File: config.mk
export PLATFORM = sky130hd
export DESIGN_NAME = irq_controller
export DESIGN_NICKNAME = d
export VERILOG_FILES = /design/src/rtl/irq_controller.sv
export SDC_FILE = /design/constraint.sdc
export NUM_CORES = 1
export LEC_CHECK = 0
export CAP_MARGIN = 15
export CELL_PAD_IN_SITES_DETAIL_PLACEMENT = 1
export CELL_PAD_IN_SITES_GLOBAL_PLACEMENT = 1
export CORE_UTILIZATION = 33
export CTS_BUF_LIST = sky130_fd_sc_hd__clkbuf_8 sky130_fd_sc_hd__clkbuf_16
export CTS_CLUSTER_DIAMETER = 80
export CTS_CLUSTER_SIZE = 10
export DETAILED_ROUTE_END_ITERATION = 10
export PLACE_DENSITY = 0.79
export SLEW_MARGIN = 0
export SYNTH_ARGS = -nofsm -noshare
export SYNTH_HDL_FRONTEND = slang
export SYNTH_SLANG_ARGS = --single-unit
File: constraint.sdc
create_clock -name clk -period 3.2 [get_ports clk]
set_input_delay 0.48 -clock clk [delete_from_list [all_inputs] [get_ports clk]]
set_output_delay 0.48 -clock clk [all_outputs]
set_load 0.05 [all_outputs]
File: src/rtl/irq_controller.sv
// Prioritised interrupt controller: synchronises raw sources and filters
// them through mask and edge/level mode. Runs one REQ/ack/EOI handshake at a time.
module irq_controller #(
    parameter int          N_SRC      = 8,
    parameter logic [31:0] VEC_BASE   = 32'h0000_0018,
    parameter logic [31:0] VEC_STRIDE = 32'h0000_0004,
    localparam int         IW         = $clog2(N_SRC)
) (
    input  logic             clk,
    input  logic             rst,
    input  logic [N_SRC-1:0] src,
    input  logic             INTA_irq,
    input  logic             reg_wr,
    input  logic [1:0]       reg_addr,
    input  logic [31:0]      reg_wdata,
    output logic [31:0]      reg_rdata,
    output logic             INT_irq,
    output logic [IW-1:0]    irq_id,
    output logic [31:0]      irq_vector,
    output logic             in_service
);

    typedef enum logic [1:0] {IDLE, REQ, SERVICE} state_t;

    state_t           state, state_n;
    logic [N_SRC-1:0] sync1, sync2, prev;
    logic [N_SRC-1:0] mask, mode, pend;
    logic [N_SRC-1:0] rise, pending, eligible, wdata_n;
    logic [N_SRC-1:0] w1c, ack_clr, mode_drop, pend_n;
    logic [IW-1:0]    winner;
    logic             inta_d, ack, take, eoi;
    logic             wr_mask, wr_pend, wr_mode;
    logic             unused_wdata;

    assign unused_wdata = ^reg_wdata;
    assign wdata_n  = reg_wdata[N_SRC-1:0];
    assign rise     = sync2 & ~prev;
    // Edge bits come from the latch, level bits follow the synchronised line.
    assign pending  = (pend & mode) | (sync2 & ~mode);
    assign eligible = pending & mask;
    assign ack      = INTA_irq & ~inta_d;
    assign take     = (state == REQ) && ack;
    assign wr_mask  = reg_wr && (reg_addr == 2'd0);
    assign wr_pend  = reg_wr && (reg_addr == 2'd1);
    assign wr_mode  = reg_wr && (reg_addr == 2'd2);
    assign eoi      = reg_wr && (reg_addr == 2'd3) && (state == SERVICE);

    always_comb begin
        winner = '0;
        for (int i = N_SRC - 1; i >= 0; i--) begin
            if (eligible[i]) winner = IW'(i);
        end
    end

    always_comb begin
        ack_clr = '0;
        if (take) ack_clr[winner] = mode[winner];
    end

    assign w1c       = wr_pend ? wdata_n : '0;
    assign mode_drop = wr_mode ? (mode & ~wdata_n) : '0;
    assign pend_n    = ((pend & ~w1c & ~ack_clr) | (rise & mode)) & ~mode_drop;

    always_comb begin
        state_n = state;
        unique case (state)
            IDLE:    if (eligible != '0) state_n = REQ;
            REQ: begin
                if (ack)                  state_n = SERVICE;
                else if (eligible == '0)  state_n = IDLE;
            end
            SERVICE: if (eoi) state_n = IDLE;
            default: state_n = IDLE;
        endcase
    end

    always_ff @(posedge clk or posedge rst) begin
        if (rst) begin
            sync1 <= '0;
            sync2 <= '0;
            prev  <= '0;
            mask  <= '0;
            mode  <= '1;
            pend  <= '0;
        end else begin
            sync1 <= src;
            sync2 <= sync1;
            prev  <= sync2;
            pend  <= pend_n;
            if (wr_mask) mask <= wdata_n;
            if (wr_mode) mode <= wdata_n;
        end
    end

    always_ff @(posedge clk or posedge rst) begin
        if (rst) begin
            state      <= IDLE;
            inta_d     <= 1'b0;
            INT_irq    <= 1'b0;
            in_service <= 1'b0;
            irq_id     <= '0;
            irq_vector <= VEC_BASE;
        end else begin
            state      <= state_n;
            inta_d     <= INTA_irq;
            INT_irq    <= (state_n == REQ);
            in_service <= (state_n == SERVICE);
            if (take) begin
                irq_id     <= winner;
                irq_vector <= VEC_BASE + 32'(winner) * VEC_STRIDE;
            end
        end
    end

    always_comb begin
        reg_rdata = '0;
        unique case (reg_addr)
            2'd0: reg_rdata[N_SRC-1:0] = mask;
            2'd1: reg_rdata[N_SRC-1:0] = pending;
            2'd2: reg_rdata[N_SRC-1:0] = mode;
            2'd3: begin
                reg_rdata[31]  = in_service;
                reg_rdata[7:0] = 8'(irq_id);
            end
            default: reg_rdata = '0;
        endcase
    end

endmodule

Word level (Yosys, flattened, before mapping):

Index checks and enable logic that the tools add are counted.

* bits in registers: 88
* input bits: 46
* output and inout port bits: 69
* logic and storage cells: 75

* $add $sub $neg: 1
* $lt $le $gt $ge: 2
* eq/ne operators: 7
* muxes and demuxes: 22
* bitwise gates (word level): 20
* reduce and logical (&&, ||, !) cells: 11

Operator list (number)
* $and A8 B8 Y8: 10
* $not A8 Y8: 6
* $pmux W8 S4: 1
* $mux W3: 8
* $mux W8: 3
* $or A8 B8 Y8: 2
* $eq A2 B2 Y1 const B: 4
* $logic_not A8 Y1: 1
* $mux W2: 4
* $reduce_bool A8 Y1: 1
* $logic_and A1 B1 Y1: 7
* $add A5 B5 Y6 const A: 1
* $eq A2 B1 Y1 const B: 3
* $pmux W2 S3: 1
* $logic_not A2 Y1: 2
* $lt A3 B4 Y1 const B: 1
* $bmux W1 S3: 1
* $demux W1 S3: 1
* $ge A3 B1 Y1 const B: 1
* $mux W1: 3
* $and A1 B1 Y1: 1
* $not A1 Y1: 1

Longest topological paths before layout:

* word-level depth: 22
* depth in mapped cells: 8
* gate-level depth less buffers: 7

Least setup slack after synthesis:

Ideal clock, no wire load.

* path type: input to output
* from: input reg_addr[0]
* to: output reg_rdata[3]
* arrival: 2218 ps
* required time: 2720 ps
* slack: 502 ps
* stages: 4
* path buffers: 2
* cells stage by stage: clkbuf_1 buf_1 o21ai_0 o21ai_0

* longest elaborated chain between the ends: 2
* elaborated cells between the ends (all ways): 5
* those cells by class: eq/ne: 3; mux: 1; reduce/logical: 1

RTL lines
* from (decl): line 14 `input logic [1:0] reg_addr,`
* $eq A2 B2 Y1, or another cell as far along: line 117 `unique case (reg_addr)`
* $pmux W8 S4 *: line 117
* to (decl): line 16 `output logic [31:0] reg_rdata,`

Mark *: on every way between the ends. The rest lies on a longest branch, timed or not.

Final worst setup path:

* from: register mode[2]
* to: register pend[6]

* longest elaborated chain between the ends: 17
* elaborated cells between the ends (all ways): 21
* those cells by class: order compare: 2; mux: 8; bitwise: 10; reduce/logical: 1

RTL lines
* from (decl): line 27 `logic [N_SRC-1:0] mask, mode, pend;`
* from (signal assigned): line 91 `if (wr_mode) mode <= wdata_n;`
* $not A8 Y8: line 39 `assign pending = (pend & mode) | (sync2 & ~mode);`
* $and A8 B8 Y8: line 39
* $or A8 B8 Y8: line 39
* $and A8 B8 Y8: line 40 `assign eligible = pending & mask;`
* $mux W3 (3 in series): line 51 `if (eligible[i]) winner = IW'(i);`
* $lt A3 B4 Y1 (not written as such) or $ge A3 B1 Y1 (tied branches): line 57 `if (take) ack_clr[winner] = mode[winner];`
* $logic_and A1 B1 Y1 (not written as such): line 57
* $mux W1 (not written as such): line 57
* $demux W1 S3: line 57
* $and A8 B8 Y8 (no line) *
* $mux W8 *: line 57
* $not A8 Y8 *: line 62 `assign pend_n = ((pend & ~w1c & ~ack_clr) | (rise & mode)) & ~mode_drop;`
* $and A8 B8 Y8 *: line 62
* $or A8 B8 Y8 *: line 62
* $and A8 B8 Y8 *: line 62
* via pend_n[6]: line 29 `logic [N_SRC-1:0] w1c, ack_clr, mode_drop, pend_n;`
* to (signal assigned): line 89 `pend <= pend_n;`
* to (decl): line 27

The timed path passes the listed nets; every way through them passes the cells marked *. The select of a mux whose other input is x is not followed.
A chain may end at the register's enable or synchronous reset.

==> PnR_summary.wiki <==
{| class="wikitable"
! Metric !! Value
|-
| Status || completed
|-
| Time the final worst path needs with I/O delays and setup || 2.851 ns
|-
| First-pass GRT wire length || 12600 um
|-
| Clock latency of the later-clocked register in the worst-skew pair || 0.34 ns
|-
| Number of H-tree levels || 3
|-
| Share of flip-flops with an asynchronous set or reset || 100.0%
|-
| Cell depth of the worst hold path || 0
|-
| Initial antenna violation count || 0
|-
| Total routed wirelength || 7449 um
|-
| Worst Setup EP || pend[6]
|-
| Clock tree from TritonCTS || done
|-
| Origin of the critical flop-to-flop path || mode[2]
|-
| Critical Path Start || mode[2]
|-
| Data required time at the worst endpoint || 3.39 ns
|-
| Total count of hold-check failures in the final report || 0
|-
| Share of the cycle needed by the critical path after routing || 89.09%
|-
| Port Buffers || 39
|-
| FF-to-FF setup slack || 0.35 ns
|-
| Area growth syn-to-layout || 19.84%
|-
| Startpoint kind of the worst setup timing path || flop
|-
| Sinks on Clock Net || 59
|-
| Highest ir drop seen on vdd || 0.3883 mV
|-
| Setup CP Type || reg -> reg
|-
| DIE WIDTH || 99.17 um
|-
| Initial Utilization || 33.88%
|-
| Leading cell type in the layout, fill and taps excluded || sky130_fd_sc_hd__conb_1
|-
| Count of endpoints failing setup in the final report || 0
|-
| Placed Area || 3536 um^2
|-
| # nets final || 394
|-
| Average detailed-routed wire length per instance || 16.05 um
|-
| Detailed-route via count || 2321
|-
| Sort of element at the end of the critical path || flop
|-
| Leading cell types in the layout, fill and taps excluded || sky130_fd_sc_hd__conb_1, sky130_fd_sc_hd__dfrtp_1, sky130_fd_sc_hd__clkdlybuf4s50_1
|-
| R2R depth || 8
|-
| Root Buffer Master || sky130_fd_sc_hd__clkbuf_8
|-
| Post-route DRC violation count || 0
|-
| Placer's final routability congestion estimate || 0.8184
|-
| Post-synthesis share of cell area spent on and, or, nand and nor gates || 12.41%
|-
| Crit path DAT || 3.04 ns
|-
| First drt pass iteration count || 4
|-
| Peak fanout along the critical path || 6
|-
| Worst path setup slack after routing || 0.3490 ns
|-
| Number of max-slew violations in the final report || 0
|-
| Worst min-delay path startpoint || sync1[0]
|-
| Global-route usage over all layers || 16.69%
|-
| Synth Register Bits || 59
|-
| Setup repair after global routing missed its margin || no
|-
| Hold Path Class || reg -> reg
|-
| Share of cells above drive strength 1 || 20.68%
|-
| Num CTS Buffers || 9
|-
| Resized cells post-CTS || 0
|-
| Routed via count divided by cell count || 5.002
|-
| Worst Setup Slack post-DPL || 0.4346 ns
|-
| Cts hold-fix bufs || 0
|-
| Clock-pin transition on the worst setup and hold timing paths || 0.07 ns
|-
| Die area || 9834 um^2
|-
| Pin slew with the least headroom to its limit || 0.6822 ns
|-
| Main combinational cell family by area after synthesis || buffers and inverters
|-
| Maximum number of pins on one net before global-route repair || 31
|-
| Register area share after synthesis || 47.79%
|-
| Max Clk Rate || 350.8 MHz
|-
| Vertical die dimension || 99.17 um
|-
| Adder-cell area share of the yosys netlist || 0%
|-
| Final std cell area, no fill || 3734 um^2
|-
| Iteration-0 DRC Markers || 122
|-
| Cells after Synth || 298
|-
| P per Cell Area || 810.4 nW/um^2
|-
| Clock Tree Buf Depth || 2
|-
| Cell Area, Synth || 3115 um^2
|-
| Core Box Area || 9196 um^2
|-
| Number of enable-type register cells in the synthesized netlist || 0
|-
| Boundary pin count || 115
|-
| Worst rel slew slack || 54.46%
|-
| Number of buffers added for setup after CTS || 0
|-
| Synth warnings || 0
|-
| Reg2Reg Capture Point || pend[6]
|-
| Synth Area in XOR/XNOR || 0%
|-
| Portion of netlist area occupied by mux cells || 11.12%
|-
| Via count of the first global-routing pass || 2428
|-
| Synth Area in Compound Gates || 13.49%
|-
| Synth cell types || 44
|-
| Largest clock skew in the final design || 0.008973 ns
|-
| Static leakage power || 1.648 nW
|-
| Min Hold Slack || 0.3476 ns
|-
| Count of standard-cell rows || 35
|-
| Global-route congestion overflow total || 0
|-
| DP HPWL || 5453 um
|-
| Leading register cell type out of synthesis || sky130_fd_sc_hd__dfrtp_1
|-
| Util after Layout || 40.60%
|-
| Antenna diode count || 0
|-
| Post-route setup TNS || 0 ns
|-
| Number of nets with antenna violations after routing || 0
|-
| Reported max-cap violation count || 0
|-
| Synth Area per Inst || 10.45 um^2
|}
==> metrics by stage <==
stage | total power, mW | cells
floorplan | 1.991 | 348
global placement | 2.309 | 448
detailed placement | 2.350 | 448
CTS | 3.044 | 464
global route | 3.175 | 464
finish | 3.026 | 464
==> critical path: stages, from the launching register on <==
cell                      delay [ns]
sky130_fd_sc_hd__dfstp_2        0.59
sky130_fd_sc_hd__mux2_4         0.35
sky130_fd_sc_hd__a211o_1        0.33
sky130_fd_sc_hd__a22oi_1        0.34
sky130_fd_sc_hd__or2_1          0.20
sky130_fd_sc_hd__mux2_4         0.32
sky130_fd_sc_hd__nor4_4         0.32
sky130_fd_sc_hd__buf_4          0.19
sky130_fd_sc_hd__a31oi_1        0.07
==> cell type report <==
type                    instances  area, um^2
clock buffers                  11       151.4
clock inverters                 5       46.29
fillers                      1045        5463
inverters                      10       37.54
multi-input cells             218        1345
flip-flops and latches         59        1489
well taps                     111       138.9
repair buffers                 50       525.5
==> sequential cells by signal (all words and copies together) (netlist names) <==
register and count:
INT_irq 1, in_service 1, inta_d 1, irq_id 3, irq_vector 3, mask 8
mode 8, pend 8, prev 8, state 2, sync1 8, sync2 8
==> cells in the mapped netlist (2+ instances only) <==
library cell	count	area share [%]
sky130_fd_sc_hd__mux2_4	3	1.4
sky130_fd_sc_hd__dfrtp_1	49	39
sky130_fd_sc_hd__clkbuf_1	6	0.72
sky130_fd_sc_hd__nor2_1	16	1.9
sky130_fd_sc_hd__or3_1	2	0.40
sky130_fd_sc_hd__a31oi_1	7	1.4
sky130_fd_sc_hd__mux4_2	3	2.2
sky130_fd_sc_hd__buf_4	52	13
sky130_fd_sc_hd__o22ai_1	4	0.80
sky130_fd_sc_hd__buf_1	2	0.24
sky130_fd_sc_hd__o21ai_0	6	0.96
sky130_fd_sc_hd__inv_1	10	1.2
sky130_fd_sc_hd__nand2_1	27	3.3
sky130_fd_sc_hd__a21boi_0	4	0.96
sky130_fd_sc_hd__mux2i_1	2	0.64
sky130_fd_sc_hd__a22o_1	2	0.56
sky130_fd_sc_hd__a21oi_1	18	2.9
sky130_fd_sc_hd__nor2b_1	6	1.2
sky130_fd_sc_hd__o32ai_1	4	1.1
sky130_fd_sc_hd__a22oi_1	3	0.72
sky130_fd_sc_hd__mux2_2	19	6.9
sky130_fd_sc_hd__dfstp_2	10	8.4
sky130_fd_sc_hd__nor3b_1	3	0.72
sky130_fd_sc_hd__nor3_1	17	2.7
sky130_fd_sc_hd__a211oi_1	4	0.96
==> per-layer routing <==
layer,GRT usage [%],part of all wire [%],wire length [um]
met4,7.579,2.9,215
met3,4.216,5.1,382
met2,26.63,48,3551
met1,21.46,44,3300
met5,0,0,0
==> cell families after synthesis <==
kind of cell	after synthesis
buffers and inverters	71
other	1
AND/OR/NAND/NOR	79
multiplexers	27
AO/OA/AOI/OAI	61
flip-flops	59
==> report_power, final <==
group,leakage [nW],internal [mW],total (mW),switching [mW]
clock network,0.113,0.392,0.680,0.287
logic,0.853,0.473,1.29,0.821
registers,0.682,0.920,1.05,0.132
total,1.65,1.79,3.03,1.24
==> worst min-delay path by stage <==
stage	slack, ns	endpoint
6_report	0.35	sync2[0]
5_1_grt	0.36	sync2[3]
4_1_cts	0.35	sync2[1]
3_5_place_dp	0.34	sync2[0]
3_3_place_gp	0.33	sync2[1]
2_1_floorplan	0.33	sync2[0]
No activity file was read; power rests on OpenSTA's default activity.
